<file path="src/rtl/bsg_manycore_fpu_share_arb.sv">
// rtl/bsg_manycore_fpu_share_arb.sv - two-tile shared FPU issue arbiter and result steering
// Optional statistics counters: BSG_MANYCORE_FPU_ARB_STATS_EN
module bsg_manycore_fpu_share_arb #(
  parameter int in_width_p     = 16,
  parameter int out_width_p    = 16,
  parameter int pipe_latency_p = 3,
  parameter int fifo_els_p     = 2
) (
  input  logic                     clk_i,
  input  logic                     reset_i,
  input  logic [1:0]               req_v_i,
  input  logic [2*in_width_p-1:0]  req_data_i,
  output logic [1:0]               req_ready_o,
  output logic                     pipe_v_o,
  output logic [in_width_p-1:0]    pipe_data_o,
  input  logic                     pipe_v_i,
  input  logic [out_width_p-1:0]   pipe_data_i,
  output logic [1:0]               res_v_o,
  output logic [2*out_width_p-1:0] res_data_o,
  input  logic [1:0]               res_yumi_i
`ifdef BSG_MANYCORE_FPU_ARB_STATS_EN
  ,
  output logic [63:0]              grant_cnt_o,
  output logic [63:0]              stall_cnt_o
`endif
);

  localparam int cnt_w_lp = $clog2(fifo_els_p + 1);
  localparam int last_lp  = pipe_latency_p - 1;
  localparam logic [cnt_w_lp-1:0] full_lp = cnt_w_lp'(fifo_els_p);

  // credits: FIFO occupancy plus in-flight ops per tile
  logic [cnt_w_lp-1:0]       cnt_q [2];
  logic [cnt_w_lp-1:0]       cnt_d [2];
  logic                      last_grant_q, last_grant_d;
  logic [pipe_latency_p-1:0] tag_v_q, tag_v_d;
  logic [pipe_latency_p-1:0] tag_own_q, tag_own_d;
  logic [out_width_p-1:0]    mem_q [2][fifo_els_p];
  logic [out_width_p-1:0]    mem_d [2][fifo_els_p];
  logic [cnt_w_lp-1:0]       occ_q [2];
  logic [cnt_w_lp-1:0]       occ_d [2];

  logic [1:0] elig;
  logic [1:0] grant;
  logic       gnt_idx;

  // round-robin grant; blocked during reset so no accept is lost to the clear
  always_comb begin
    elig    = '0;
    gnt_idx = 1'b0;
    for (int i = 0; i < 2; i++) begin
      elig[i] = req_v_i[i] & (cnt_q[i] < full_lp) & ~reset_i;
    end
    if (&elig) gnt_idx = ~last_grant_q;
    else       gnt_idx = elig[1];
    grant       = {gnt_idx, ~gnt_idx} & {2{|elig}};
    req_ready_o = grant;
    pipe_v_o    = |grant;
    pipe_data_o = gnt_idx ? req_data_i[2*in_width_p-1:in_width_p]
                          : req_data_i[in_width_p-1:0];
  end

  // credit counters, last-grant pointer and owner tag pipeline
  always_comb begin
    last_grant_d = pipe_v_o ? gnt_idx : last_grant_q;
    for (int i = 0; i < 2; i++) begin
      cnt_d[i] = cnt_q[i] + cnt_w_lp'(grant[i]) - cnt_w_lp'(res_yumi_i[i]);
    end
    tag_v_d      = '0;
    tag_own_d    = '0;
    tag_v_d[0]   = pipe_v_o;
    tag_own_d[0] = gnt_idx;
    for (int s = 1; s < pipe_latency_p; s++) begin
      tag_v_d[s]   = tag_v_q[s-1];
      tag_own_d[s] = tag_own_q[s-1];
    end
  end

  // per-tile result FIFOs kept head-aligned at slot 0; enqueue writes behind the post-dequeue tail
  always_comb begin
    logic                enq;
    logic                deq;
    logic [cnt_w_lp-1:0] wr;
    mem_d      = mem_q;
    res_v_o    = '0;
    res_data_o = '0;
    for (int i = 0; i < 2; i++) begin
      occ_d[i] = occ_q[i];
      enq = pipe_v_i & (tag_own_q[last_lp] == 1'(i));
      deq = res_yumi_i[i] & (occ_q[i] != '0);
      if (deq) begin
        for (int k = 0; k < fifo_els_p - 1; k++) begin
          mem_d[i][k] = mem_q[i][k+1];
        end
      end
      wr = occ_q[i] - cnt_w_lp'(deq);
      for (int k = 0; k < fifo_els_p; k++) begin
        if (enq && (wr == cnt_w_lp'(k))) mem_d[i][k] = pipe_data_i;
      end
      occ_d[i] = occ_q[i] + cnt_w_lp'(enq) - cnt_w_lp'(deq);
      res_v_o[i] = (occ_q[i] != '0);
      res_data_o[i*out_width_p +: out_width_p] = mem_q[i][0];
    end
  end

  // state registers; FIFO storage is data-only and needs no reset
  always_ff @(posedge clk_i) begin
    if (reset_i) begin
      last_grant_q <= 1'b1;
      tag_v_q      <= '0;
      tag_own_q    <= '0;
      for (int i = 0; i < 2; i++) begin
        cnt_q[i] <= '0;
        occ_q[i] <= '0;
      end
    end else begin
      last_grant_q <= last_grant_d;
      tag_v_q      <= tag_v_d;
      tag_own_q    <= tag_own_d;
      for (int i = 0; i < 2; i++) begin
        cnt_q[i] <= cnt_d[i];
        occ_q[i] <= occ_d[i];
      end
    end
    mem_q <= mem_d;
  end

`ifdef BSG_MANYCORE_FPU_ARB_STATS_EN
  logic [31:0] grant_cnt_q [2];
  logic [31:0] grant_cnt_d [2];
  logic [31:0] stall_cnt_q [2];
  logic [31:0] stall_cnt_d [2];

  // saturating accept and stall counters
  always_comb begin
    for (int i = 0; i < 2; i++) begin
      grant_cnt_d[i] = grant_cnt_q[i];
      stall_cnt_d[i] = stall_cnt_q[i];
      if (grant[i] && (grant_cnt_q[i] != '1)) grant_cnt_d[i] = grant_cnt_q[i] + 32'd1;
      if (req_v_i[i] && !grant[i] && (stall_cnt_q[i] != '1)) stall_cnt_d[i] = stall_cnt_q[i] + 32'd1;
    end
    grant_cnt_o = {grant_cnt_q[1], grant_cnt_q[0]};
    stall_cnt_o = {stall_cnt_q[1], stall_cnt_q[0]};
  end

  // statistics registers
  always_ff @(posedge clk_i) begin
    for (int i = 0; i < 2; i++) begin
      if (reset_i) begin
        grant_cnt_q[i] <= '0;
        stall_cnt_q[i] <= '0;
      end else begin
        grant_cnt_q[i] <= grant_cnt_d[i];
        stall_cnt_q[i] <= stall_cnt_d[i];
      end
    end
  end
`endif

  // protocol checks: pipe return must match the tag pipeline, dequeue only when valid
  always_ff @(posedge clk_i) begin
    if (!reset_i) begin
      assert (pipe_v_i == tag_v_q[last_lp])
        else $error("pipe_v_i disagrees with last tag stage valid");
      for (int i = 0; i < 2; i++) begin
        assert (!(res_yumi_i[i] && !res_v_o[i]))
          else $error("res_yumi_i[%0d] while res_v_o low", i);
      end
    end
  end

endmodule

</file>
<file path="config.mk">
export PLATFORM = sky130hd
export DESIGN_NAME = bsg_manycore_fpu_share_arb
export DESIGN_NICKNAME = d
export VERILOG_FILES = /design/src/rtl/bsg_manycore_fpu_share_arb.sv
export SDC_FILE = /design/constraint.sdc
export NUM_CORES = 1
export LEC_CHECK = 0
export ABC_AREA = 1
export CAP_MARGIN = 20
export CELL_PAD_IN_SITES_DETAIL_PLACEMENT = 1
export CELL_PAD_IN_SITES_GLOBAL_PLACEMENT = 2
export CORE_MARGIN = 10
export CORE_UTILIZATION = 31
export CTS_BUF_LIST = sky130_fd_sc_hd__clkbuf_8 sky130_fd_sc_hd__clkbuf_16
export DETAILED_ROUTE_END_ITERATION = 10
export GPL_TIMING_DRIVEN = 0
export PLACE_DENSITY_LB_ADDON = 0.1
export SLEW_MARGIN = 5
export SYNTH_ARGS = -nofsm -noshare
export SYNTH_HDL_FRONTEND = slang
export SYNTH_SLANG_ARGS = --single-unit
</file>
<file path="constraint.sdc">
create_clock -name clk_i -period 5 [get_ports clk_i]
set_clock_uncertainty 0.15 [all_clocks]
set_input_delay 0.75 -clock clk_i [delete_from_list [all_inputs] [get_ports clk_i]]
set_output_delay 0.75 -clock clk_i [all_outputs]
set_load 0.05 [all_outputs]
</file>
==> results.yml, run 1 <==
drt:
  detailroute.via_count: 2856
  drt_iter0_drc: 119
  drc: 0
  detail_route.first_pass.iterations: 4
  via_per_inst: 4.56
  detail_route.wirelength.met1_mm: 3.99
  drt.antenna.violating_nets: 0
  average_routed_wire_per_standard_cell_microns: 15.9
  wl_met2_mm: 4.93
  postRouteWirelength_mm: 9.94
  highest_layer: "met4"
  detailroute.wirelength.met3_microns: 895
grt:
  grt_pass1_vias: 3089
  gr-usage-all-layers: 0.122
  grt_first_pass_wirelength_mm: 15.8
  pin_count_of_the_biggest_net_entering_global_routing: 17
  antenna_found_initial: 0
  overflow: 0
sta:
  max_slew_margin: 0.403
  postLayoutSetupSlackWorst_ns: 1.35
  finalSetupViolCount: 0
  hold_ws_ns: 0.257
  timing.final.hold_violations: 0
  final-max-slew-violation-count: 0
  layout_min_cycle_time_ns: 3.65
  transition_time_of_the_tightest_slew_check_pin_ns: 0.894
  fmax_mhz: 274
  rsz0062_at_grt: "false"
  total_neg_setup_slack_ns: 0
  post-route-period-util: 0.729
place:
  pre_cts_slack_ns: 1.31
  port_buffers: 106
  routabilityCongestion: 0.709
  dp_cells: 611
  hpwlAfterDp_mm: 7.60
clock_network:
  post-cts-setup-buffers: 0
  cts_root_buffer: "sky130_fd_sc_hd__clkbuf_16"
  post_cts.resized_instances: 0
  clock_tree_from_tritoncts: "yes"
  clock_sinks: 76
  hold_buffers: 0
  ctsLongestPathBuffers: 2
  cts_htree_levels: 3
  cts_made_buffers: 9
  path_clk_slew_ns: 0.06
  clock_insertion_delay_worst_skew_ns: 0.33
worst_hold_path:
  hold_path.class: "register to register"
  worst_hold_path.num_cells: 2
synth:
  yosys_warns: 0
  async_flop_share: 0
  mappedNetlistNets: 424
  synth-seq-cells: 76
  synth_largest_type_area_fraction: 0.523
  syn_inst: 360
  post_synthesis_cell_area_sq_mm: 0.00367
  post_synth_num_cell_types: 22
  syn_area_per_cell_sq_um: 10.2
  yosys-top-cells-area: "sky130_fd_sc_hd__edfxtp_1, sky130_fd_sc_hd__nand2_1, sky130_fd_sc_hd__buf_4, sky130_fd_sc_hd__dfxtp_1, sky130_fd_sc_hd__nand4_1"
  synth_enable_flop_cells: 64
  synth_seq_area_share: 0.588
  synth_flop_cell: "sky130_fd_sc_hd__edfxtp_1"
  netlist.top_cell.by_area: "sky130_fd_sc_hd__edfxtp_1"
finish:
  fin_nets: 543
  post_route_cells_drive_above_1_share: 0.161
  synthesis_to_layout_area_growth_pct: 42.9
  final_core_utilization: 0.456
  final_non_filler_cell_total: 627
  n_fill_cell: 1306
  diode_count: 0
power:
  p_leak_nw: 2.24
  power-per-cell-area_mw_per_mm2: 557
  irDropWorstVdd_uv: 226
setup_path:
  critPathTopFamily: "buffers and inverters"
  cpMaxStageDelayCell: "sky130_fd_sc_hd__clkdlybuf4s50_1"
  cp-end-kind: "output pin"
  timing.critical_path.arrival_ns: 2.75
  timing.reg2reg.worst_path_depth: 10
  crit_type: "primary input to output pin"
  critical_path_start_type: "primary input"
  crit_path_max_fanout: 10
  timing.critical_path.required_ns: 4.10
  critical-path-max-stage-delay_ns: 0.81
  cp_num_cells: 7
  worstPathCellList: "clkdlybuf4s50_1, nand4_4, nand2_4, buf_6, nand2_1, nand2_1, clkdlybuf4s50_1"
  critical_path_buf_inv_count: 3
run_status:
  result_of_the_run: "finished, final reports clean"
floorplan:
  die_height_microns: 129
  starting_density: 0.319
  ios: 108
  die_w_microns: 129
  core-area_sq_mm: 0.0115
  row_count: 39
  fp.dieArea_sq_mm: 0.0166
flow_run:
  max_cap_viol_count: 0
## synth_stat cells, types with 3 or more instances
master,n
sky130_fd_sc_hd__nand2_1,117
sky130_fd_sc_hd__edfxtp_1,64
sky130_fd_sc_hd__buf_4,35
sky130_fd_sc_hd__nand4_1,32
sky130_fd_sc_hd__inv_1,28
sky130_fd_sc_hd__nand3_1,18
sky130_fd_sc_hd__nor2_1,16
sky130_fd_sc_hd__dfxtp_1,12
sky130_fd_sc_hd__ha_1,9
sky130_fd_sc_hd__buf_2,7
sky130_fd_sc_hd__buf_6,4
sky130_fd_sc_hd__nand2_2,3
sky130_fd_sc_hd__xor2_1,3
## worst register-to-register path, delay by kind of cell (launching register included)
family / cells / cell delay, ns
AND/OR/NAND/NOR: 5 / 1.18
buffers and inverters: 4 / 0.49
flip-flops: 1 / 0.42
adder cells (fa/ha/maj): 1 / 0.17
## logic make-up (layout without fill, tap and decap cells)
group	after synthesis	count (layout)	share of synthesized area
buffers and inverters	77	201	0.126
AO/OA/AOI/OAI	2	2	0.00272
XOR/XNOR	3	3	0.00715
adder cells (fa/ha/maj)	9	9	0.0306
flip-flops	76	76	0.588
AND/OR/NAND/NOR	193	193	0.245
## path summary, 6_finish.rpt
| check | end | slack, ns | start |
|---|---|---|---|
| worst min register to register | tag_own_q[2] | 0.26 | tag_own_q[1] |
| worst max-delay path | pipe_data_o[7] | 1.35 | req_v_i[0] |
| worst max register to register | mem_q[45] | 2.21 | occ_q[0][1] |
| worst min-delay path | tag_own_q[2] | 0.26 | tag_own_q[1] |
## stage by stage
stage,cell area [sq um],power [mW]
2_1_floorplan,3670,1.85
3_3_place_gp,4910,2.26
3_5_place_dp,4940,2.29
4_1_cts,5250,2.97
5_1_grt,5250,3.09
6_report,5250,2.92
## cell type report
type,count,area [sq um],share of cell area
plain buffers,46,343,0.0653
well taps,143,179,0.0341
clock inverters,7,85.1,0.0162
multi-input cells,207,1060,0.201
clock buffers,9,225,0.0429
inverters,31,121,0.0231
flip-flops and latches,76,2160,0.412
repair buffers,108,1080,0.206
## sequential cells by signal, summed over array words and instances (netlist names)
name / flops
cnt_q: 4
last_grant_q: 1
mem_q: 32
occ_q: 4
res_data_o: 32
tag_own_q: 3
## cells in the final DEF, fill, tap and decap left out, drive strengths merged
master / instances
a21oi: 1
nand3: 19
ha: 9
clkbuf: 9
clkinvlp: 2
buf: 48
nor2: 18
clkdlybuf4s50: 106
edfxtp: 64
clkinv: 3
dfxtp: 12
inv: 32
bufinv: 1
nor3: 1
nand4: 34
xor2: 3
o21ai: 1
nand2: 121
## per-layer routing
metal,up-vias,GRT usage
met5,-,0
met4,0,0.0381
met3,10,0.0550
met2,80,0.211
met1,1350,0.132
li1,1416,-
## report_power, final
group | internal [mW] | leakage [nW] | switching [mW]
Combinational | 0.448 | 1.41 | 0.863
Clock | 0.395 | 0.146 | 0.276
Sequential | 0.897 | 0.690 | 0.0442
Note: power is estimated with default switching activity, not from simulation.
==> inputs of run 2 (changes only) <==
- CORE_UTILIZATION: 31 -> 26
- clock period: 5 -> 3.1 ns (I/O delays scaled with it)
==> run 2 against run 1 <==
Sequential power rose by 61%. Register-to-register slack got worse by 1.8 ns. Worst setup slack got worse by 1.2 ns. Cell area fell by 0.14%. Final cell count rose by 5.7%. Wire length rose by 2.2%. Core utilization fell by 7.8 points. Non-clock buffer count fell by 1. Flip-flop and latch count did not move. Hold slack got worse by 0.043 ns. Global-route usage fell by 1.9 points. Combinational power rose by 59%.
==> results.yml, run 2 (synthesized netlist as in run 1, its figures left out) <==
run_status:
  result_of_the_run: "finished, final reports clean"
floorplan:
  ios: 108
  core-area_sq_mm: 0.0139
  fp.dieArea_sq_mm: 0.0193
  row_count: 43
  starting_density: 0.265
  die_w_microns: 139
  die_height_microns: 139
place:
  routabilityCongestion: 0.704
  placed_area_sq_mm: 0.00498
  port_buffers: 106
  hpwlAfterDp_mm: 7.78
setup_path:
  regToRegStartpoint: "occ_q[0][1]"
  critical-path-max-stage-delay_ns: 0.73
  cp-end-kind: "output pin"
  timing.critical_path.arrival_ns: 2.33
  critical-path-top-cell-by-count: "sky130_fd_sc_hd__clkdlybuf4s50_1"
  crit_path_max_fanout: 10
  reg2reg_slack_ns: 0.38
  crit_path_start: "req_v_i[1]"
  critical_path_start_type: "primary input"
  crit_type: "primary input to output pin"
  cpMaxStageDelayCell: "sky130_fd_sc_hd__clkdlybuf4s50_1"
  worstPathCellList: "clkdlybuf4s50_1, nand2_2, nor2_4, buf_4, a21oi_1, clkdlybuf4s50_1"
  timing.critical_path.required_ns: 2.48
clock_network:
  hold_buffers: 0
  ctsLongestPathBuffers: 2
  cts_htree_levels: 3
  path_clk_slew_ns: 0.06
  clock_tree_from_tritoncts: "yes"
  cts_made_buffers: 9
  clock_sinks: 76
  clock_insertion_delay_worst_skew_ns: 0.33
  cts_root_buffer: "sky130_fd_sc_hd__clkbuf_16"
sta:
  total_neg_setup_slack_ns: 0
  timing.final.hold_violations: 0
  fmax_mhz: 339
  transition_time_of_the_tightest_slew_check_pin_ns: 0.900
  post-route-period-util: 0.951
  final-max-slew-violation-count: 0
  rsz0062_at_grt: "false"
  finalSetupViolCount: 0
  layout_min_cycle_time_ns: 2.95
  max_slew_margin: 0.399
drt:
  drt.antenna.violating_nets: 0
  drt_iter0_drc: 178
  highest_layer: "met4"
  wl_met2_mm: 4.56
  via_per_inst: 4.30
  average_routed_wire_per_standard_cell_microns: 15.3
  detail_route.wirelength.met1_mm: 4.40
  detailroute.wirelength.met3_mm: 1.12
  drc: 0
  detailroute.via_count: 2850
  postRouteWirelength_mm: 10.2
  detail_route.first_pass.iterations: 4
grt:
  pin_count_of_the_biggest_net_entering_global_routing: 17
  grt_pass1_vias: 2947
  overflow: 0
  antenna_found_initial: 0
  gr-usage-all-layers: 0.104
  grt_first_pass_wirelength_mm: 16.1
finish:
  final_core_utilization: 0.378
  fin_nets: 542
  commonest_non_fill_non_tap_cell_in_the_layout: "sky130_fd_sc_hd__nand2_1"
  final_design_area_no_fill_sq_mm: 0.00524
  n_fill_cell: 1589
  synthesis_to_layout_area_growth_pct: 42.7
  diode_count: 0
  layout_common_cells: "sky130_fd_sc_hd__nand2_1, sky130_fd_sc_hd__clkdlybuf4s50_1, sky130_fd_sc_hd__edfxtp_1, sky130_fd_sc_hd__buf_4, sky130_fd_sc_hd__nand4_1"
  post_route_cells_drive_above_1_share: 0.157
power:
  irDropWorstVdd_uv: 277
  power-per-cell-area_mw_per_mm2: 868
  p_leak_nw: 2.29
flow_run:
  max_cap_viol_count: 0
worst_hold_path:
  min-delay-start: "reset_i"
  hold_path.class: "primary input to register"
run 2: changes by cell type in the layout (fill, tap and decap cells not counted):
cell                              change
sky130_fd_sc_hd__clkdlybuf4s50_1     -15
sky130_fd_sc_hd__dlygate4sd2_1       +10
sky130_fd_sc_hd__dlymetal6s2s_1       +5
sky130_fd_sc_hd__clkinv_2             +3
sky130_fd_sc_hd__clkinv_4             -2
sky130_fd_sc_hd__inv_8                -2
sky130_fd_sc_hd__buf_6                -1
sky130_fd_sc_hd__bufinv_16            -1
sky130_fd_sc_hd__inv_1                +1
sky130_fd_sc_hd__inv_6                +1
run 2: area by class of cell:
class / count / area [sq um] / share of cell area
clock buffers: 9 / 225 / 0.0429
multi-input cells: 207 / 1060 / 0.201
repair buffers: 107 / 1070 / 0.204
flip-flops and latches: 76 / 2160 / 0.412
clock inverters: 7 / 42.5 / 0.00811
well taps: 180 / 225 / 0.0429
inverters: 31 / 121 / 0.0231
plain buffers: 46 / 343 / 0.0654
run 2: layer usage:
| metal | global-route usage | vias to the layer above |
|---|---|---|
| met5 | 0 | - |
| met4 | 0.0346 | 0 |
| met3 | 0.0592 | 6 |
| met2 | 0.158 | 96 |
| met1 | 0.120 | 1329 |
| li1 | - | 1419 |
run 2: what timing repair did:
item,4_1_cts,5_1_grt
gates resized for setup,10,5
buffers inserted,0,0
endpoints found under the hold margin,0,0
gates cloned,0,0
setup endpoints to repair,10,5
pin swaps,0,0
run 2: final timing paths:
kind                                  endpoint  cells past startpoint
worst min register to register    tag_own_q[2]                      2
worst max register to register       mem_q[36]                     10
worst min-delay path               cnt_q[0][0]                      2
worst max-delay path            req_ready_o[0]                      6
run 2: worst max-delay path: cells and delay by family:
family                 cells  cell delay (ns)
buffers and inverters      3             1.43
and+or+nand+nor            2             0.33
AOI/OAI and AO/OA          1             0.11
run 2: through the flow:
| stage | hold WS [ns] | setup slack, ns | power (mW) | cells |
|---|---|---|---|---|
| after floorplan | 0.238 | 0.255 | 2.98 | 360 |
| after global routing | 0.211 | 0.0165 | 4.83 | 663 |
| after detailed placement | 0.254 | -0.124 | 3.68 | 647 |
| after CTS | 0.214 | 0.0716 | 4.63 | 663 |
| final | 0.213 | 0.152 | 4.55 | 663 |
| after global placement | 0.241 | -0.516 | 3.64 | 646 |
run 2: where the power goes:
part	internal, mW	leakage, nW	total (mW)	switching [mW]
clock	0.537	0.133	0.943	0.406
combinational	0.711	1.47	2.08	1.37
sequential	1.45	0.690	1.52	0.0741
